==> src/rtl/tx_mac_frame_reader_pkg.sv <==
// -----------------------------------------------------------------------------
// tx_mac_frame_reader_pkg
// Shared types and helpers for the TX MAC frame reader:
//   - state_t      : reader FSM encoding
//   - beat_t       : one AXI-Stream beat (data, byte enables, last flag)
//   - LEN_LSB/LEN_W: position of the byte-length field in a header word
//   - last_tkeep() : byte enables for the final beat, from L[2:0]
//   - beats_of()   : number of 64-bit data words for a byte length
// -----------------------------------------------------------------------------
package tx_mac_frame_reader_pkg;

  localparam int LEN_LSB = 0;
  localparam int LEN_W   = 16;

  typedef enum logic [2:0] {
    ST_IDLE,
    ST_HDR,
    ST_WAIT,
    ST_STREAM,
    ST_COMMIT,
    ST_HALT
  } state_t;

  typedef struct packed {
    logic [63:0] data;
    logic [7:0]  keep;
    logic        last;
  } beat_t;

  // A length that is a whole number of words fills the final beat.
  function automatic logic [7:0] last_tkeep(input logic [2:0] rem);
    logic [7:0] mask;
    mask = (8'd1 << rem) - 8'd1;
    return (rem == 3'd0) ? 8'hFF : mask;
  endfunction

  // ceil(len / 8), computed one bit wider so the +7 cannot wrap.
  function automatic logic [LEN_W-1:0] beats_of(input logic [LEN_W-1:0] len);
    logic [LEN_W:0] sum;
    sum = {1'b0, len} + (LEN_W+1)'(7);
    return LEN_W'(sum[LEN_W:3]);
  endfunction

endpackage

==> src/rtl/tx_mac_frame_reader_if.sv <==
// -----------------------------------------------------------------------------
// tx_mac_frame_reader_if
// AXI-Stream link from the frame reader to the 10G MAC.
//   tdata  : 64-bit frame data, little-endian byte order
//   tkeep  : byte enables
//   tvalid : beat valid
//   tlast  : last beat of frame
//   tready : MAC accepts beat
// master = frame reader, slave = MAC.
// -----------------------------------------------------------------------------
interface tx_mac_frame_reader_if;
  logic [63:0] tdata;
  logic [7:0]  tkeep;
  logic        tvalid;
  logic        tlast;
  logic        tready;

  modport master (output tdata, output tkeep, output tvalid, output tlast, input tready);
  modport slave  (input tdata, input tkeep, input tvalid, input tlast, output tready);
endinterface

==> src/rtl/tx_mac_frame_reader_skid_fifo2.sv <==
// -----------------------------------------------------------------------------
// tx_skid_fifo2
// Two-entry FIFO of AXI-Stream beats. Absorbs the one-cycle RAM read latency
// so the MAC can apply backpressure without losing a beat in flight.
//   clk_in, reset_n_clk_in : clock, async active-low reset
//   in_valid/in_ready/in_beat    : write side (RAM data arriving)
//   out_valid/out_ready/out_beat : read side (head of FIFO, drives AXIS)
//   count                        : current occupancy 0..2
// The head entry is read directly from storage, so it stays stable until popped.
// -----------------------------------------------------------------------------
module tx_skid_fifo2
  import tx_mac_frame_reader_pkg::*;
(
  input  logic       clk_in,
  input  logic       reset_n_clk_in,
  input  logic       in_valid,
  output logic       in_ready,
  input  beat_t      in_beat,
  output logic       out_valid,
  input  logic       out_ready,
  output beat_t      out_beat,
  output logic [1:0] count
);

  beat_t      mem_q [2];
  beat_t      mem_d [2];
  logic       wr_ptr_q, wr_ptr_d;
  logic       rd_ptr_q, rd_ptr_d;
  logic [1:0] count_q, count_d;
  logic       push, pop;

  assign in_ready  = (count_q != 2'd2);
  assign out_valid = (count_q != 2'd0);
  assign out_beat  = mem_q[rd_ptr_q];
  assign count     = count_q;
  assign push      = in_valid & in_ready;
  assign pop       = out_valid & out_ready;

  always_comb begin
    // NOTE: every always_comb output gets a default first, so no path can
    // leave a signal unassigned and infer a latch.
    mem_d    = mem_q;
    wr_ptr_d = wr_ptr_q;
    rd_ptr_d = rd_ptr_q;
    count_d  = count_q + {1'b0, push} - {1'b0, pop};
    if (push) begin
      mem_d[wr_ptr_q] = in_beat;
      wr_ptr_d        = ~wr_ptr_q;
    end
    if (pop) begin
      rd_ptr_d = ~rd_ptr_q;
    end
  end

  always_ff @(posedge clk_in or negedge reset_n_clk_in) begin
    if (!reset_n_clk_in) begin
      // NOTE: storage is reset here because its head drives tdata/tkeep/tlast
      // directly, and those must read zero out of reset. Larger RAMs that feed
      // nothing visible would be left unreset.
      mem_q[0] <= '0;
      mem_q[1] <= '0;
      wr_ptr_q <= 1'b0;
      rd_ptr_q <= 1'b0;
      count_q  <= 2'd0;
    end else begin
      mem_q    <= mem_d;
      wr_ptr_q <= wr_ptr_d;
      rd_ptr_q <= rd_ptr_d;
      count_q  <= count_d;
    end
  end

endmodule

==> src/rtl/tx_mac_frame_reader.sv <==
// -----------------------------------------------------------------------------
// tx_mac_frame_reader
// Reads length-prefixed frames from the TX buffer (1 header word holding the
// byte length L in bits [15:0], then ceil(L/8) data words) and streams them to
// the 10G MAC. A frame is only started once it is completely in the buffer.
// After the last beat is accepted, the committed read address advances past
// the frame so the host side can reuse that space.
//   clk_in, reset_n_clk_in : MAC clock, async active-low reset
//   commited_wr_addr_in    : host write pointer (already in clk_in domain)
//   rd_addr / rd_data      : buffer read port, data valid 1 cycle after address
//   m_axis                 : AXI-Stream master towards the MAC
//   commited_rd_addr       : first word after the last fully sent frame
//   frame_err              : sticky, illegal header seen, reader halted
// -----------------------------------------------------------------------------
module tx_mac_frame_reader
  import tx_mac_frame_reader_pkg::*;
#(
  parameter int ADDR_W          = 10,
  parameter int MAX_FRAME_BYTES = 1518
) (
  input  logic                  clk_in,
  input  logic                  reset_n_clk_in,
  input  logic [ADDR_W-1:0]     commited_wr_addr_in,
  output logic [ADDR_W-1:0]     rd_addr,
  input  logic [63:0]           rd_data,
  tx_mac_frame_reader_if.master m_axis,
  output logic [ADDR_W-1:0]     commited_rd_addr,
  output logic                  frame_err
);

  localparam logic [LEN_W-1:0] MAX_LEN = LEN_W'(MAX_FRAME_BYTES);

  state_t            state_q, state_d;
  logic [ADDR_W-1:0] rd_addr_q, rd_addr_d;
  logic [ADDR_W-1:0] rd_ptr_q, rd_ptr_d;       // also the committed read address
  logic [2:0]        len_lo_q, len_lo_d;       // L mod 8, selects last tkeep
  logic [LEN_W-1:0]  q_q, q_d;                 // data words in current frame
  logic [LEN_W-1:0]  issued_q, issued_d;       // data-word reads issued so far
  logic              inflight_q, inflight_d;   // rd_data this cycle is a data word
  logic              infl_last_q, infl_last_d; // ... and it is the frame's last
  logic              frame_err_q, frame_err_d;

  logic [ADDR_W-1:0] avail;
  logic [LEN_W-1:0]  hdr_len;
  logic [LEN_W:0]    avail_x, need;
  logic [ADDR_W-1:0] frame_end;
  logic [2:0]        credit_used;
  logic              issue, pop, last_hs;

  beat_t      push_beat, head_beat;
  logic       head_valid, fifo_in_ready;
  logic [1:0] fifo_count;

  assign avail     = commited_wr_addr_in - rd_ptr_q;
  assign hdr_len   = rd_data[LEN_LSB +: LEN_W];
  assign avail_x   = (LEN_W+1)'(avail);
  assign need      = {1'b0, q_q} + (LEN_W+1)'(1);
  assign frame_end = rd_ptr_q + ADDR_W'(q_q) + ADDR_W'(1);

  assign pop     = head_valid & m_axis.tready;
  assign last_hs = pop & head_beat.last;

  // Entries that will still be held after this cycle's pop, plus the read
  // already on its way from the RAM. Crediting the pop keeps one beat per
  // cycle flowing with tready held high.
  assign credit_used = {1'b0, fifo_count - {1'b0, pop}} + {2'b00, inflight_q};
  assign issue       = (state_q == ST_STREAM) && (issued_q != q_q) && (credit_used < 3'd2);

  always_comb begin
    push_beat.data = rd_data;
    push_beat.keep = infl_last_q ? last_tkeep(len_lo_q) : 8'hFF;
    push_beat.last = infl_last_q;
  end

  always_comb begin
    state_d     = state_q;
    rd_addr_d   = rd_addr_q;
    rd_ptr_d    = rd_ptr_q;
    len_lo_d    = len_lo_q;
    q_d         = q_q;
    issued_d    = issued_q;
    inflight_d  = 1'b0;
    infl_last_d = 1'b0;
    frame_err_d = frame_err_q;

    unique case (state_q)
      // rd_addr already equals rd_ptr here, so the header read is under way.
      ST_IDLE: begin
        if (avail != '0) state_d = ST_HDR;
      end
      ST_HDR: begin
        if (hdr_len == '0 || hdr_len > MAX_LEN) begin
          frame_err_d = 1'b1;
          state_d     = ST_HALT;
        end else begin
          len_lo_d = hdr_len[2:0];
          q_d      = beats_of(hdr_len);
          state_d  = ST_WAIT;
        end
      end
      ST_WAIT: begin
        if (avail_x >= need) begin
          rd_addr_d = rd_ptr_q + ADDR_W'(1);
          issued_d  = '0;
          state_d   = ST_STREAM;
        end
      end
      ST_STREAM: begin
        if (issue) begin
          rd_addr_d   = rd_addr_q + ADDR_W'(1);
          issued_d    = issued_q + LEN_W'(1);
          inflight_d  = 1'b1;
          infl_last_d = ((issued_q + LEN_W'(1)) == q_q);
        end
        // The new pointer is registered on the tlast handshake edge, so it is
        // visible during COMMIT; rd_addr moves with it to pre-read the next
        // header.
        if (last_hs) begin
          rd_ptr_d  = frame_end;
          rd_addr_d = frame_end;
          state_d   = ST_COMMIT;
        end
      end
      ST_COMMIT: state_d = ST_IDLE;
      ST_HALT:   state_d = ST_HALT;
      default:   state_d = ST_IDLE;
    endcase
  end

  always_ff @(posedge clk_in or negedge reset_n_clk_in) begin
    if (!reset_n_clk_in) begin
      state_q     <= ST_IDLE;
      rd_addr_q   <= '0;
      rd_ptr_q    <= '0;
      len_lo_q    <= '0;
      q_q         <= '0;
      issued_q    <= '0;
      inflight_q  <= 1'b0;
      infl_last_q <= 1'b0;
      frame_err_q <= 1'b0;
    end else begin
      // NOTE: state updates use non-blocking assignment so every flop samples
      // pre-edge values, independent of statement order.
      state_q     <= state_d;
      rd_addr_q   <= rd_addr_d;
      rd_ptr_q    <= rd_ptr_d;
      len_lo_q    <= len_lo_d;
      q_q         <= q_d;
      issued_q    <= issued_d;
      inflight_q  <= inflight_d;
      infl_last_q <= infl_last_d;
      frame_err_q <= frame_err_d;
    end
  end

  tx_skid_fifo2 u_fifo (
    .clk_in         (clk_in),
    .reset_n_clk_in (reset_n_clk_in),
    .in_valid       (inflight_q),
    .in_ready       (fifo_in_ready),
    .in_beat        (push_beat),
    .out_valid      (head_valid),
    .out_ready      (m_axis.tready),
    .out_beat       (head_beat),
    .count          (fifo_count)
  );

  // Read credits guarantee room for every word returned by the RAM.
  fifo_never_overflows: assert property (
    @(posedge clk_in) disable iff (!reset_n_clk_in) inflight_q |-> fifo_in_ready);

  assign m_axis.tdata  = head_beat.data;
  assign m_axis.tkeep  = head_beat.keep;
  assign m_axis.tlast  = head_beat.last;
  assign m_axis.tvalid = head_valid;

  assign rd_addr          = rd_addr_q;
  assign commited_rd_addr = rd_ptr_q;
  assign frame_err        = frame_err_q;

endmodule

==> src/flat_wrapper.sv <==
// flat-port wrapper written by rule: the top's interface ports become plain ports
module tx_mac_frame_reader_flat import tx_mac_frame_reader_pkg::*;
#(
  parameter int ADDR_W          = 10,
  parameter int MAX_FRAME_BYTES = 1518
)
  (clk_in, reset_n_clk_in, commited_wr_addr_in, rd_addr, rd_data, commited_rd_addr, frame_err, m_axis_tdata, m_axis_tkeep, m_axis_tvalid, m_axis_tlast, m_axis_tready);
  tx_mac_frame_reader_if m_axis_i ();
  input  logic clk_in;
  input  logic reset_n_clk_in;
  input  logic [ADDR_W-1:0] commited_wr_addr_in;
  output logic [ADDR_W-1:0] rd_addr;
  input  logic [63:0] rd_data;
  output logic [ADDR_W-1:0] commited_rd_addr;
  output logic frame_err;
  output wire logic [$bits(m_axis_i.tdata)-1:0] m_axis_tdata;
  output wire logic [$bits(m_axis_i.tkeep)-1:0] m_axis_tkeep;
  output wire logic [$bits(m_axis_i.tvalid)-1:0] m_axis_tvalid;
  output wire logic [$bits(m_axis_i.tlast)-1:0] m_axis_tlast;
  input wire logic [$bits(m_axis_i.tready)-1:0] m_axis_tready;
  assign m_axis_tdata = m_axis_i.tdata;
  assign m_axis_tkeep = m_axis_i.tkeep;
  assign m_axis_tvalid = m_axis_i.tvalid;
  assign m_axis_tlast = m_axis_i.tlast;
  assign m_axis_i.tready = m_axis_tready;
  tx_mac_frame_reader #(.ADDR_W(ADDR_W), .MAX_FRAME_BYTES(MAX_FRAME_BYTES)) u_core (.clk_in(clk_in), .reset_n_clk_in(reset_n_clk_in), .commited_wr_addr_in(commited_wr_addr_in), .rd_addr(rd_addr), .rd_data(rd_data), .m_axis(m_axis_i), .commited_rd_addr(commited_rd_addr), .frame_err(frame_err));
endmodule
==> config.mk <==
export PLATFORM = sky130hd
export DESIGN_NAME = tx_mac_frame_reader_flat
export DESIGN_NICKNAME = d
export VERILOG_FILES = /design/src/rtl/tx_mac_frame_reader_pkg.sv /design/src/rtl/tx_mac_frame_reader_if.sv /design/src/rtl/tx_mac_frame_reader_skid_fifo2.sv /design/src/rtl/tx_mac_frame_reader.sv /design/src/flat_wrapper.sv
export SDC_FILE = /design/constraint.sdc
export NUM_CORES = 1
export LEC_CHECK = 0
export ABC_AREA = 1
export CORE_MARGIN = 2
export CORE_UTILIZATION = 35
export DETAILED_ROUTE_END_ITERATION = 12
export GPL_ROUTABILITY_DRIVEN = 0
export SLEW_MARGIN = 0
export SYNTH_ARGS = -nofsm -noshare
export SYNTH_HDL_FRONTEND = slang
export SYNTH_SLANG_ARGS = --single-unit
==> constraint.sdc <==
create_clock -name clk_in -period 4.1 [get_ports clk_in]
set_clock_uncertainty 0.05 [all_clocks]
set_input_delay 0.41 -clock clk_in [delete_from_list [all_inputs] [get_ports clk_in]]
set_output_delay 0.41 -clock clk_in [all_outputs]
set_load 0.02 [all_outputs]
# --- Word-level counts from Yosys, hierarchy flattened ---
# Index checks and enable logic that the tools add are counted.
op_classes:
  shifts: 1
  n_mux: 24
  n_eq_ne: 12
  n_addsub: 13
  bitwise: 8
  n_reduce_logical: 16
  order_cmp: 6
op_table:
  columns: ["cell", "n"]
  rows:
  - ["73-bit two-way mux", 4]
  - ["146-bit bitwise mux", 1]
  - ["73-bit demux with 1-bit select", 1]
  - ["16-bit two-way mux", 2]
  - ["16-bit one-hot mux with 2 select lines", 1]
  - ["10-bit by 1-bit adder with 10-bit output (second input constant)", 3]
  - ["10-bit two-way mux", 3]
  - ["10-bit one-hot mux with 2 select lines", 1]
  - ["16-bit by 3-bit adder with 17-bit output (second input constant)", 1]
  - ["10-bit by 17-bit greater-or-equal comparator with 1-bit output", 1]
  - ["16-bit by 1-bit adder with 16-bit output (second input constant)", 1]
  - ["16-bit by 14-bit equality test with 1-bit output", 1]
  - ["16-bit by 11-bit greater-than comparator with 1-bit output (second input constant)", 1]
  - ["16-bit zero test", 1]
  - ["8-bit two-way mux", 2]
  - ["16-bit by 14-bit != test with 1-bit output", 1]
  - ["14-bit by 1-bit adder with 15-bit output (second input constant)", 1]
  - ["3-bit one-hot mux with 5 select lines", 1]
  - ["3-bit two-way mux", 4]
  - ["10-bit adder", 1]
  - ["10-bit nonzero test", 1]
  - ["10-bit subtractor", 1]
  - ["3-bit AND reduction", 3]
  - ["2-bit by 1-bit != test with 1-bit output (second input constant)", 4]
  - ["other kinds (22)", 39]
totals:
  out_inout_bits: 95
  ff_bits: 209
  in_bits: 77
  wordCells: 98

# --- Depth between registers and ports, before layout ---
# Gate-level depths: netlist (run 1).
logic_depth:
  depth_word: 9
  mapped_depth: 25
  mapped_depth_nobuf: 24

# --- Hierarchy ---
# A second synthesis (run 1) with hierarchy kept.
hier_totals:
  cells_unflattened: 1685
  hier_area_um2: 12221.7
by_module_without_submodules:
  columns: ["module", "cells_per_inst", "area_per_inst_um2", "seq_area_each_um2", "n_inst"]
  rows:
  - ["tx_skid_fifo2", 914, 7120.6, 3753.6, 1]
  - ["tx_mac_frame_reader", 771, 5101.1, 1476.4, 1]

# --- Worst setup path before layout (run 1) ---
# OpenSTA, ideal clock, no wires.
synth_timing:
  kind: "register -> register"
  start: "register u_core.rd_ptr_q[0] (netlist: u_core.commited_rd_addr[0])"
  end: "register u_core.rd_addr_q[7] (netlist: u_core.rd_addr[7])"
  path_stages_with_launch: 24
  t_arrival_ps: 3045
  slack_ps: 887
  period_less_slack_ps: 3213
  t_required_ps: 3933
  path_buffers: 1
  setup_ps: 117
  path_cell_list: "dfrtp_1 -> ha_1 -> fa_1 -> nand3b_1 -> nand2_1 -> nand4_1 -> nand3_1 -> xnor2_1 -> inv_1 -> ha_1 -> nand2_1 -> nor2_1 -> nand2_1 -> nor2_1 -> nor3_1 -> nand3_1 -> nand2_1 -> nand2_1 -> nand2_2 -> nand2_4 -> nand2_4 -> buf_6 -> nand2_1 -> nand2_1"
synth_via:
  elab_chain_len: 4
  elab_cells_between_ends: 10
  cone_classes: "add/sub (4); order compare (1); eq/ne (1); mux (3); reduce/logical (1)"
synth_lines:
  columns: ["element", "line", "rtl"]
  rows:
  - ["start: declaration", "tx_mac_frame_reader.sv:35", "logic [ADDR_W-1:0] rd_ptr_q, rd_ptr_d;"]
  - ["start signal: assignment", "tx_mac_frame_reader.sv:146", "rd_ptr_q <= rd_ptr_d;"]
  - ["10-bit subtractor / 10-bit adder (equally long branches)", "tx_mac_frame_reader.sv:54, tx_mac_frame_reader.sv:58", null]
  - ["10-bit by 17-bit greater-or-equal comparator with 1-bit output / 10-bit by 1-bit adder with 10-bit output (equally long branches)", "tx_mac_frame_reader.sv:102, tx_mac_frame_reader.sv:58", null]
  - ["2-bit by 1-bit != test with 1-bit output (no line) / 10-bit two-way mux (equally long branches)", null, null]
  - ["3-bit AND reduction (no line) / 10-bit one-hot mux with 2 select lines (equally long branches)", null, null]
  - ["end signal: assignment", "tx_mac_frame_reader.sv:145", "rd_addr_q <= rd_addr_d;"]
  - ["end: declaration", "tx_mac_frame_reader.sv:34", "logic [ADDR_W-1:0] rd_addr_q, rd_addr_d;"]
# Several ways; a longest one is shown, not always the timed one. The select of a mux whose other input is x is not followed.
# A chain may end at the register's enable or synchronous reset.

# --- Worst setup path after layout (run 1) ---
layout_timing:
  start: "register u_core.rd_ptr_q[0] (netlist: u_core.commited_rd_addr[0])"
  end: "register u_core.issued_q[4]"
layout_via:
  elab_chain_len: 4
layout_lines:
  columns: ["element", "line", "rtl"]
  rows:
  - ["10-bit subtractor", "tx_mac_frame_reader.sv:54", "assign avail = commited_wr_addr_in - rd_ptr_q;"]
  - ["10-bit by 17-bit greater-or-equal comparator with 1-bit output", "tx_mac_frame_reader.sv:102", "if (avail_x >= need) begin"]
  - ["2-bit by 1-bit != test with 1-bit output (no line)", null, null]
  - ["3-bit AND reduction (no line)", null, null]
  - ["end signal: assignment", "tx_mac_frame_reader.sv:149", "issued_q <= issued_d;"]
  - ["end: declaration", "tx_mac_frame_reader.sv:38", "logic [LEN_W-1:0] issued_q, issued_d;"]
# No other way between the ends.

==> results of run 1 <==
placed cells by master, fill, tap and decap left out, types with 6 or more instances in the layout:
cell / synthesis / layout
xnor2_1: 12 / 12
clkbuf_16: 0 / 26
clkdlybuf4s50_1: 0 / 170
nand3b_1: 7 / 7
clkinv_2: 0 / 6
buf_4: 2 / 10
a21oi_1: 22 / 22
nor2_1: 85 / 84
clkbuf_8: 0 / 7
dfrtp_1: 209 / 208
nand3_1: 77 / 76
nand4_1: 16 / 16
ha_1: 35 / 35
o21ai_0: 200 / 200
o21ai_1: 6 / 6
nor3_1: 14 / 14
nand2_1: 569 / 569
xor2_1: 28 / 28
inv_1: 192 / 191
registers in the layout, indices dropped and copies added (netlist names):
name,flops
u_core.commited_rd_addr,10
u_core.state_q,3
u_core.q_q,14
u_core.len_lo_q,3
u_core.u_fifo.wr_ptr_q,1
u_core.u_fifo.rd_ptr_q,1
u_core.u_fifo.mem_q,146
u_core.infl_last_q,1
u_core.rd_addr,10
u_core.u_fifo.count,2
u_core.inflight_q,1
u_core.frame_err,1
u_core.issued_q,16
cells by family (layout without fill, tap and decap cells):
group | count (synthesis) | in the layout | share of synthesized area (%)
flops | 209 | 209 | 44.9
buf+inv | 254 | 427 | 8.38
fa+ha+maj | 37 | 37 | 4.10
mux | 1 | 1 | 0.0967
xor+xnor | 40 | 40 | 3.01
simple gates | 788 | 788 | 27.7
compound gates | 255 | 255 | 11.8
worst max-delay path, delay by kind of cell (launching register included):
kind | cells | cell delay [ps]
and+or+nand+nor | 16 | 1510
DFF | 1 | 460
xor gates and xnor gates | 1 | 140
adders and majority gates | 3 | 990
buffers and inverters | 2 | 250
final timing paths:
check | from | to | slack, ps
setup / recovery | u_core.commited_rd_addr[0] | u_core.issued_q[4] | 570
setup reg to reg | u_core.commited_rd_addr[0] | u_core.issued_q[4] | 570
hold / removal | rd_data[16] | u_core.u_fifo.mem_q[25] | 380
max in group asynchronous | reset_n_clk_in | u_core.u_fifo.mem_q[89] | 2580
hold reg to reg | u_core.u_fifo.mem_q[74] | u_core.u_fifo.mem_q[74] | 410
min in group asynchronous | reset_n_clk_in | u_core.commited_rd_addr[1] | 520
final cells by class:
class / instances / share of cell area, %
sequential: 209 / 35.5
inverter: 194 / 4.94
tap: 442 / 3.75
clock buffer: 36 / 5.14
multi-input combinational: 1121 / 37.0
clock inverter: 11 / 0.941
timing repair buffer: 186 / 12.8
stage by stage:
stage | total power (µW) | std cells | setup slack [ps] | area (µm²)
6_report | 10400 | 2199 | 571 | 14800
5_1_grt | 11300 | 2199 | 121 | 14800
3_5_place_dp | 8180 | 2151 | 165 | 13800
4_1_cts | 10600 | 2199 | 583 | 14800
3_3_place_gp | 8110 | 2151 | 213 | 13800
2_1_floorplan | 6160 | 1584 | 887 | 11600
metal layers:
layer / track usage [%] / part of all wire, %
met5: 0 / 0
met4: 3.14 / 1.3
met3: 5.15 / 7.7
met2: 30.3 / 45
met1: 25.1 / 46
what timing repair did:
| action | CTS | global route |
|---|---|---|
| endpoints found under the hold margin | 110 | 0 |
| hold buffers | 1 | 0 |
| gates resized for setup | 0 | 0 |
where the power goes:
group | internal [µW] | switching (µW)
logic | 1920 | 2920
clock network | 1420 | 919
registers | 2870 | 398
==> results.tsv, run 1 <==
stage	metric	value	unit
global_routing	grt.total_usage	18.6	%
sta	max_freq	0.283	GHz
final_layout	nNetsFinal	1852	
global_routing	grt_overflow	0	
detailed_routing	via_count	10500	
sta	setup_violations	0	
setup_path	crit_path_frequent_cell	nand2_1	
clock_network	clock_latency	540	ps
global_routing	grt_pass1_vias	10200	
synthesis	yosys_register_bits	209	
final_layout	multiInputGateArea	0.00546	mm²
detailed_routing	ant_nets	0	
clock_network	htreeDepth	1	
detailed_routing	wl	32200	µm
clock_network	path_clk_slew	60	ps
power_and_ir_drop	p_leak	0.00726	µW
final_layout	antenna_cells	0	
global_routing	grt_first_pass_wirelength	53600	µm
synthesis	synth_area_leader_cell	dfrtp_1	
sta	final-hold-violation-count	0	
setup_path	cp_max_fo	6	
synthesis	synth_area_leaders	dfrtp_1, nand2_1, o21ai_0, inv_1, ha_1	
sta	setup_tns	0	ps
final_layout	regArea	0.00523	mm²
detailed_routing	dr.pass1.iters	5	
synthesis	syn_avg_cell_area	7.35	µm²
setup_path	crit_chain	ha_1 > fa_1 > nand3b_1 > nand2_1 > nand4_1 > nand3_1 > xnor2_1 > inv_1 > ha_1 > nand2_1 > nor2_1 > nand2_1 > nor2_1 > nor3_1 > nand3_1 > nand2_1 > nand2_1 > nand3_1 > nand2_1 > buf_4 > nand3_1 > nand2_1	
synthesis	syn_nets	1698	
final_layout	syn2layout_area_growth	26.7	%
setup_path	cpMaxStageDelayCell	dfrtp_1	
synthesis	synth_top_area_share	44.9	%
synthesis	syn-instance-count	1584	
setup_path	end_kind	flip-flop	
synthesis	synth-main-ff-cell	dfrtp_1	
power_and_ir_drop	vdd_ir_drop_max	445	µV
die	fp.dieW	186	µm
clock_network	cts_made_buffers	26	
setup_path	cp.arrival	3890	ps
synthesis	async_reset_ff_share	100	%
setup_path	worstSetupStartpointType	flip-flop	
sta	rsz0062_at_grt	no	
global_routing	grt_max_degree	145	
setup_path	critical_path_class	flip-flop to flip-flop	
min_path	hold_path.class	input port to flip-flop	
synthesis	synth_area	0.0116	mm²
clock_network	post-cts-setup-buffers	0	
sta	min_period	3530	ps
job	cap_violations	0	
setup_path	reg2reg_depth	22	
die	die_y	186	µm
sta	hold_slack	378	ps
detailed_routing	routedWlPerCell	14.6	µm
min_path	hold_depth	3	
clock_network	clockBufferDepth	3	
run_status	status	finished clean	
place	port-buffer-count	171	
sta	tightest_slew	957	ps
detailed_routing	first_iter_violations	855	
clock_network	tritoncts	built	
die	initial_utilization	35.7	%
die	fp.coreArea	0.0326	mm²
detailed_routing	drc	0	
sta	relSlewSlack	36.2	%
sta	fin_crit_sh	86.1	%
setup_path	slowest_delay	460	ps
clock_network	root_buffer	clkbuf_16	
final_layout	drive_gt1_share	5.24	%
final_layout	n_fill_cell	3253	
clock_network	clock_sinks	209	
synthesis	yosysSeqAreaShare	44.9	%
detailed_routing	via_per_inst	4.76	
sta	maxSlewViolCount	0	
global_routing	antenna_found_initial	0	
die	core.rowCount	66	
synthesis	yosys.cell_types.count	48	
die	pin_count	172	
die	die_area	0.0347	mm²
synthesis	ys_top_cells_by_count	nand2_1, dfrtp_1, o21ai_0	
power_and_ir_drop	p_per_area	708	mW/mm²
synthesis	synth_edf_count	0	
synthesis	synth_warnings	0	
place	hpwl	22600	µm
final_layout	utilization	45.2	%
setup_path	required	4460	ps
synthesis	synth.most_common_cell	nand2_1	
(Power assumes the default switching activity.)
==> inputs of run 2 (changes only) <==
Settings changed: CORE_UTILIZATION 35 to 40, REMOVE_ABC_BUFFERS set to 1.
==> run 2 against run 1 <==
Compared with the run above:
- sequential share of layout area is 0.34 points higher
- sequential cell count stayed put
- setup slack improved by 14 ps
- clock power is essentially flat
- sequential power is 1% higher
- final area decreased by 0.96%
- worst hold slack improved by 11 ps
- routed wire length shrank 1.3%
- first-iteration DRC count shrank 20%
- global-route usage grew 2.4 points
- critical path depth did not move
- via count is 0.31% higher
- critical endpoint is now u_core.issued_q[10]
- largest power group unchanged
- highest routed layer is now met5
==> results.tsv, run 2 (synthesis gave the netlist of run 1 again) <==
stage	metric	value	unit	change
detailed_routing	first_iter_violations	681		-20%
sta	max_freq	0.284	GHz	+0.40%
global_routing	grt.total_usage	21.0	%	+2.4 points
setup_path	required	4470	ps	about the same
clock_network	cts-resized-gates	0		unchanged
sta	final-hold-violation-count	0		unchanged
detailed_routing	routedWlPerCell	14.9	µm	+1.6%
die	core.rowCount	62		-6.1%
detailed_routing	wl_met3	2650	µm	+7.5%
sta	setup_tns	0	ps	unchanged
detailed_routing	route.met2.wl	13900	µm	-3.7%
global_routing	grt_pass1_vias	10300		+0.30%
sta	rsz0062_at_grt	no		
sta	maxSlewViolCount	0		unchanged
die	die_area	0.0305	mm²	-12%
setup_path	cp.arrival	3880	ps	about the same
final_layout	drive_gt1_share	4.91	%	-0.32 points
detailed_routing	drc	0		unchanged
final_layout	multiInputGateArea	0.00546	mm²	unchanged
global_routing	grt_max_degree	93		-36%
global_routing	antenna_found_initial	3		+3
power_and_ir_drop	vdd_ir_drop_max	403	µV	-9.3%
final_layout	antenna_cells	0		unchanged
die	pin_count	172		unchanged
final_layout	syn2layout_area_growth	25.5	%	
detailed_routing	ant_nets	0		unchanged
detailed_routing	dr.pass1.iters	5		unchanged
detailed_routing	highest_layer	met5		
power_and_ir_drop	p_per_area	709	mW/mm²	+0.13%
setup_path	end_kind	flip-flop		
sta	min_period	3520	ps	-14.0 ps
clock_network	clockBufferDepth	3		unchanged
run_status	status	finished clean		
setup_path	critical_path_class	flip-flop to flip-flop		
sta	setup_slack	585	ps	+14.0 ps
clock_network	root_buffer	clkbuf_16		
die	fp.coreArea	0.0287	mm²	-12%
die	die_y	175	µm	-6.3%
detailed_routing	via_per_inst	4.91		+3.3%
min_path	hold_path.class	input port to flip-flop		
final_layout	regArea	0.00523	mm²	unchanged
clock_network	ctsHoldBuffers	1		unchanged
final_layout	layout_common_cells	nand2_1, dfrtp_1, o21ai_0		
setup_path	r2r-start	u_core.commited_rd_addr[0]		
clock_network	post-cts-setup-buffers	0		unchanged
detailed_routing	wl	31800	µm	-1.3%
clock_network	path_clk_slew	60	ps	about the same
min_path	min_from	rd_data[50]		
power_and_ir_drop	p_leak	0.00722	µW	-0.52%
die	fp.dieW	175	µm	-6.3%
final_layout	largest_reg_flops	146		unchanged
global_routing	grt_overflow	0		unchanged
setup_path	cp_max_fo	21		+15
job	cap_violations	0		unchanged
final_layout	top_regs	u_core.u_fifo.mem_q x146, u_core.issued_q x16, u_core.q_q x14		
place	port-buffer-count	171		unchanged
final_layout	largest-register	u_core.u_fifo.mem_q		
final_layout	final_common_cell	nand2_1		
clock_network	clock_latency	540	ps	about the same
detailed_routing	via_count	10500		+0.31%
setup_path	worstSetupStartpointType	flip-flop		
clock_network	tritoncts	built		
setup_path	startpoint	u_core.commited_rd_addr[0]		
final_layout	n_fill_cell	2818		-13%
sta	fin_crit_sh	85.7	%	-0.34 points
sta	tightest_slew	779	ps	-178 ps
clock_network	clock_sinks	209		unchanged
sta	relSlewSlack	48.1	%	+12 points
power_and_ir_drop	power	10400	µW	-0.83%
sta	setup_violations	0		unchanged
die	initial_utilization	40.6	%	+4.9 points
detailed_routing	m1WireLength	14300	µm	-4.5%
sta	hold_slack	389	ps	+10.6 ps
place	hpwl	22500	µm	-0.76%
clock_network	htreeDepth	1		unchanged
clock_network	cts_made_buffers	25		-3.8%
setup_path	r2r_slack	580	ps	about the same
place	place_ws	177	ps	+11.5 ps
global_routing	grt_first_pass_wirelength	52600	µm	-2.0%
final_layout	nNetsFinal	1850		-0.11%
-- run 2: final timing paths --
check / to / cells after the start
hold / removal: u_core.u_fifo.mem_q[59] / 3
min in group asynchronous: u_core.rd_addr[0] / 2
setup reg to reg: u_core.issued_q[10] / 22
max in group asynchronous: u_core.u_fifo.mem_q[84] / 3
hold reg to reg: u_core.u_fifo.mem_q[74] / 2
setup / recovery: u_core.issued_q[10] / 22
-- run 2: where the power goes --
group | internal, µW | switching, µW | total [µW]
Clock | 1440 | 894 | 2330
Sequential | 2870 | 441 | 3310
Combinational | 1880 | 2840 | 4720
Total | 6190 | 4170 | 10400
-- run 2: metrics by stage --
step	instance area, µm²	std cells	util [%]
after floorplan	11400	1524	-
after global placement	13700	2092	47.9
after detailed placement	13700	2092	47.9
after CTS	14600	2135	50.9
after global routing	14600	2135	50.9
final	14600	2135	50.9
-- run 2: final cells by class --
class	count	share of cell area, %
clock inverter	10	1.16
timing repair buffer	185	12.6
tap	384	3.29
inverter	194	4.98
clock buffer	32	4.74
sequential	209	35.8
multi-input combinational	1121	37.4
-- run 2: routing by layer --
layer,up-vias,GRT usage [%]
met1,4825,28.4
li1,5307,-
met4,4,6.11
met3,60,6.07
met5,-,0
met2,295,32.9
-- run 2: worst max-delay path, stage by stage, from the launching register on --
cell,delay [ps]
dfrtp_1,470
ha_1,250
fa_1,420
nand3b_1,210
nand2_1,110
nand4_1,80
nand3_1,90
xnor2_1,140
inv_1,70
ha_1,310
nand2_1,120
nor2_1,80
nand2_1,50
nor2_1,40
nor3_1,120
nand3_1,100
nand2_1,60
nand2_1,70
nand3_1,120
nand2_1,100
buf_12,200
nand2_1,50
o21ai_0,80
==> edit 1, RTL diff (config.mk and constraints of run 1) <==
Set the package constant `LEN_W` to 32 (it was 16).
--- a/src/rtl/tx_mac_frame_reader_pkg.sv
+++ b/src/rtl/tx_mac_frame_reader_pkg.sv
@@ -12,3 +12,3 @@
   localparam int LEN_LSB = 0;
-  localparam int LEN_W   = 16;
+  localparam int LEN_W   = 32;
 
Behaviour: not the same (Yosys sat finds a counterexample within 4 cycles, from zero or initial values and one cycle with reset_n_clk_in low).
==> edit 1 against run 1 <==
Area after synthesis rose by 28%; final area is 23% higher; count of clock-buffer cells in the layout up 5; global-route usage up 0.61 points; first-iteration DRC count rose by 22%; setup slack lost 0.013 ns; power is 4.3% lower; routed wire length is 31% higher; sequential cell count is 32 higher; critical path depth up 1; cell count grew 27%; critical path type unchanged; largest cell class unchanged; highest routed layer unchanged.
==> edit 1: results (changes against run 1) <==
Place
  • Post-DP HPWL: 30300 um (+34%)
  • Placed Cells: 2741 (+27%)

Yosys
  • Multiplexer share of the synthesized area: 0.000757 (-0.000210)
  • Synth unique cells: 43 (-10%)
  • Post-Synth Adder-Cell Area: 0.0321 (-0.00892)
  • Post-Synthesis Cells: 2101 (+33%)
  • Post-synthesis xor/xnor area fraction: 0.0504 (+0.0203)
  • Synth area leaders: dfrtp_1, nand2_1, o21ai_0
  • Syn nets: 2215 (+30%)
  • Synth Area in Compound Gates: 0.0979 (-0.0200)
  • Register area share after synthesis: 0.405 (-0.0438)
  • Top cells by count, synth: nand2_1, inv_1, dfrtp_1, o21ai_0, nor2_1

Cells and area
  • Share of cells above drive strength 1: 0.0606 (+0.00828)
  • Fillers: 4223 (+30%)
  • Nets: 2349 (+27%)
  • Top flop regs: u_core.u_fifo.mem_q (146), u_core.issued_q (32), u_core.q_q (30)
  • Finished Layout Cells: 2798 (+27%)

Drt
  • Drt total wl: 42300 um (+31%)
  • Vias post-DR: 13700 (+31%)
  • DR iter-0 viols: 1047 (+22%)

Global route
  • Global-route wire length before repair: 69200 um (+29%)
  • Vias in the first global route: 13300 (+30%)
  • Gr usage total: 0.192 (+0.00613)
  • Pin count of the biggest net entering global routing: 116 (-20%)

Power and ir drop
  • Leak pwr: 8.63 nW (+19%)
  • Worst VDD drop: 460 uV (+3.4%)

STA
  • Worst Tran Pin Value: 1.13 ns (+0.178 ns)
  • Pins Over Slew Limit: 0 (unchanged)

Outcome
  • Status: complete, no violations

Clock tree
  • Number of buffers created by CTS: 30 (+15%)
  • Clk_lat worst skew: 0.57 ns (+0.03 ns)

Setup path
  • Worst Path Max Fanout: 14 (+8)
-- edit 1: area by class of cell --
| class | instances | area [sq um] | share of cell area |
|---|---|---|---|
| multi-input cells | 1500 | 7390 | 0.408 |
| well taps | 539 | 674 | 0.0372 |
| flip-flops and latches | 241 | 6030 | 0.333 |
| repair buffers | 190 | 1940 | 0.107 |
| clock inverters | 15 | 231 | 0.0128 |
| clock buffers | 41 | 853 | 0.0470 |
| inverters | 272 | 1020 | 0.0563 |
-- edit 1: final timing paths --
kind | start | to | cells after the start
setup / recovery | u_core.commited_rd_addr[5]$_DFFE_PN0P_ | u_core.rd_addr[4]$_DFFE_PN0P_ | 23
hold / removal | rd_data[49] | u_core.u_fifo.mem_q[58]$_DFFE_PN0P_ | 3
setup reg to reg | u_core.commited_rd_addr[5]$_DFFE_PN0P_ | u_core.rd_addr[4]$_DFFE_PN0P_ | 23
hold reg to reg | u_core.u_fifo.mem_q[74]$_DFFE_PN0P_ | u_core.u_fifo.mem_q[74]$_DFFE_PN0P_ | 2
max in group asynchronous | reset_n_clk_in | u_core.u_fifo.mem_q[11]$_DFFE_PN0P_ | 3
min in group asynchronous | reset_n_clk_in | u_core.commited_rd_addr[9]$_DFFE_PN0P_ | 2
-- edit 1: cells by family (layout without fill, tap and decap cells) --
group	Yosys count	in the layout
compound gates	278	278
xor+xnor	84	84
fa+ha+maj	37	37
buf+inv	360	518
flops	241	241
mux	1	1
simple gates	1100	1100
-- edit 1: routing by layer --
layer,wire [um],track usage
met1,19700,0.269
met2,18700,0.302
met3,2890,0.0368
met4,1040,0.0548
met5,0,0
-- edit 1: through the flow --
step	hold WS [ns]	total power, mW	utilization	setup slack [ns]	instance area (sq um)
after floorplan	0.0644	5.45	-	0.927	14900
after global placement	0.392	7.09	0.407	0.236	17100
after CTS	0.331	10.1	0.433	0.579	18100
after detailed placement	0.399	7.15	0.407	0.185	17100
after global routing	0.357	10.6	0.433	0.195	18100
final	0.357	10.0	0.433	0.558	18100
-- edit 1: critical path, stage by stage (launching register included) --
cell and delay [ns]:
dfrtp_1 0.48, inv_1 0.14, ha_1 0.38, a21oi_1 0.25
nor2_1 0.06, a211oi_1 0.25, nand3_1 0.11, nand2_1 0.10
inv_1 0.05, ha_1 0.31, nand2_1 0.06, nor2_1 0.14
a21oi_1 0.08, nand3_1 0.08, nand2_1 0.05, nor2_1 0.09
nand2_1 0.07, nor2_2 0.09, nand2_2 0.07, nand2_4 0.12
buf_12 0.16, nand2_4 0.10, nand2_1 0.10, nand2_1 0.05
-- edit 1: power breakdown --
group	total, mW	switching [mW]	leakage [nW]	internal, mW
logic	3.54	2.00	5.07	1.54
clock network	2.89	1.07	0.534	1.83
registers	3.56	0.428	3.02	3.13
total	10.0	3.50	8.63	6.50
==> edit 2, RTL diff (config.mk and constraints of run 1) <==
Without the edit above. Take the reset off `rd_addr_q` and `q_q` and load them in a clocked block of their own.
--- a/src/rtl/tx_mac_frame_reader.sv
+++ b/src/rtl/tx_mac_frame_reader.sv
@@ -132,6 +132,4 @@
       state_q     <= ST_IDLE;
-      rd_addr_q   <= '0;
       rd_ptr_q    <= '0;
       len_lo_q    <= '0;
-      q_q         <= '0;
       issued_q    <= '0;
@@ -144,6 +142,4 @@
       state_q     <= state_d;
-      rd_addr_q   <= rd_addr_d;
       rd_ptr_q    <= rd_ptr_d;
       len_lo_q    <= len_lo_d;
-      q_q         <= q_d;
       issued_q    <= issued_d;
@@ -153,2 +149,7 @@
     end
+  end
+
+  always_ff @(posedge clk_in) begin
+    rd_addr_q <= rd_addr_d;
+    q_q       <= q_d;
   end
Formal check against the unedited RTL: differs if reset_n_clk_in is asserted again (counterexample within 4 cycles, from zero or initial values and one cycle with reset_n_clk_in low); with reset_n_clk_in held inactive, the same outputs for 4 cycles.
==> edit 2 against run 1 <==
Routed wire length is 3.3% lower; hold slack improved by 0.025 ns; sequential cell count stayed put; clock power decreased by 4%; setup slack worse by 0.20 ns; critical path depth unchanged; area after synthesis fell by 0.66%; final area fell by 0.64%; power is 13% lower; critical path type unchanged; critical endpoint is now u_core.rd_addr[9]$_DFFE_PP_.
==> edit 2: results (changes against run 1) <==
Global route
  • Vias in the first global route: 9747 (-4.7%)
  • GRT met3 Usage: 0.0495 (-0.00203)
  • Gr usage total: 0.183 (-0.00312)
  • Pin count of the biggest net entering global routing: 98 (-32%)
  • Global-route wire length before repair: 50500 um (-5.9%)
  • Grt met2 use: 0.293 (-0.00929)
  • GRT met1 Usage: 0.246 (-0.00484)

Clock tree
  • Clk_lat worst skew: 0.52 ns (-0.02 ns)
  • Post-CTS setup buffer count: 0 (unchanged)
  • # resized after CTS: 0 (unchanged)

Yosys
  • Syn nets: 1613 (-5.0%)
  • Top cells by count, synth: nand2_1, o21ai_0, dfrtp_1, inv_1, nor2_1
  • Synth unique cells: 45 (-6.3%)
  • Number of enable flip-flop cells after synthesis: 24 (+24)
  • Post-synthesis async set-or-reset flop share: 0.885 (-0.115)
  • Synth area leaders: dfrtp_1, nand2_1, o21ai_0

Power and ir drop
  • Leak pwr: 6.84 nW (-5.8%)
  • Switching share of power: 0.369 (-0.0370)

Cells and area
  • Nets: 1773 (-4.3%)
  • Share of cells above drive strength 1: 0.0768 (+0.0245)

Drt
  • DR iter-0 viols: 555 (-35%)
  • Met2 wire length: 14200 um (-1.3%)
  • Post-DR vias/cell: 4.74 (-0.27%)
  • Drt total wl: 31200 um (-3.3%)
  • Met1 WL: 14100 um (-5.6%)

Place
  • Post-DP HPWL: 21700 um (-4.3%)
  • Post-DP Area: 13800 sq um (-0.38%)

Outcome
  • Status: complete, no violations

Setup path
  • Worst Path Max Fanout: 10 (+4)
  • CP Data Arrival Time: 3.90 ns (about the same)

STA
  • Slew headroom: 0.394 (+0.0316)
edit 2: changes by cell type in the layout (fill, tap and decap cells not counted), sizes merged, moves of 4 or more:
cell	before	now
nand2	574	542
nand3	78	48
dfrtp	209	185
edfxtp	0	24
nor2	89	75
inv	194	184
a31oi	2	8
xor2	28	34
a21oi	23	28
o21ai	211	206
clkinv	8	12
nand3b	7	3
edit 2: cell type report:
cell class	count	area, sq um
clock buffers	34	773
clock inverters	14	81.3
fillers	3316	17900
inverters	183	687
multi-input cells	1052	5320
flip-flops and latches	209	5350
well taps	442	553
repair buffers	187	1890
edit 2: worst paths after layout:
| check | slack (ns) | endpoint | depth (start not counted) | start |
|---|---|---|---|---|
| min | 0.40 | u_core.u_fifo.mem_q[33]$_DFFE_PN0P_ | 3 | rd_data[24] |
| max | 0.37 | u_core.rd_addr[9]$_DFFE_PP_ | 22 | u_core.commited_rd_addr[0]$_DFFE_PN0P_ |
| max in group asynchronous | 2.52 | u_core.u_fifo.mem_q[20]$_DFFE_PN0P_ | 3 | reset_n_clk_in |
| min in group asynchronous | 0.46 | u_core.frame_err$_DFFE_PN0P_ | 2 | reset_n_clk_in |
| min reg2reg | 0.42 | u_core.u_fifo.mem_q[74]$_DFFE_PN0P_ | 2 | u_core.u_fifo.mem_q[74]$_DFFE_PN0P_ |
| max reg2reg | 0.37 | u_core.rd_addr[9]$_DFFE_PP_ | 22 | u_core.commited_rd_addr[0]$_DFFE_PN0P_ |
edit 2: kinds of logic (layout without fill, tap and decap cells):
kind of cell | after synthesis | count (layout) | synth area share
AO/OA/AOI/OAI | 255 | 255 | 0.120
buffers and inverters | 238 | 418 | 0.0797
multiplexers | 1 | 1 | 0.000973
adder cells (fa/ha/maj) | 37 | 37 | 0.0413
XOR/XNOR | 47 | 47 | 0.0356
AND/OR/NAND/NOR | 712 | 712 | 0.260
flip-flops | 209 | 209 | 0.462
edit 2: through the flow:
| step | hold WS (ns) | cells | setup TNS, ns | setup slack (ns) |
|---|---|---|---|---|
| detailed placement | 0.406 | 2072 | -0.445 | -0.0449 |
| finish | 0.404 | 2121 | 0 | 0.369 |
| global placement | 0.385 | 2072 | 0 | 0.0693 |
| global route | 0.397 | 2121 | 0 | 0.0834 |
| CTS | 0.378 | 2121 | 0 | 0.378 |
| floorplan | 0.0644 | 1499 | 0 | 0.366 |
edit 2: repair_timing:
item / in CTS / in global routing
hold endpoints to repair: 88 / 0
setup endpoints to repair: 0 / 0
hold buffers: 1 / 0
edit 2: power groups by stage:
stage / registers, mW / logic, mW / clock network, mW
2_1_floorplan: 3.14 / 2.09 / 0
3_3_place_gp: 3.34 / 3.49 / 0
3_5_place_dp: 3.35 / 3.52 / 0
4_1_cts: 3.32 / 3.56 / 2.31
5_1_grt: 3.42 / 3.89 / 2.41
6_report: 3.32 / 3.51 / 2.24
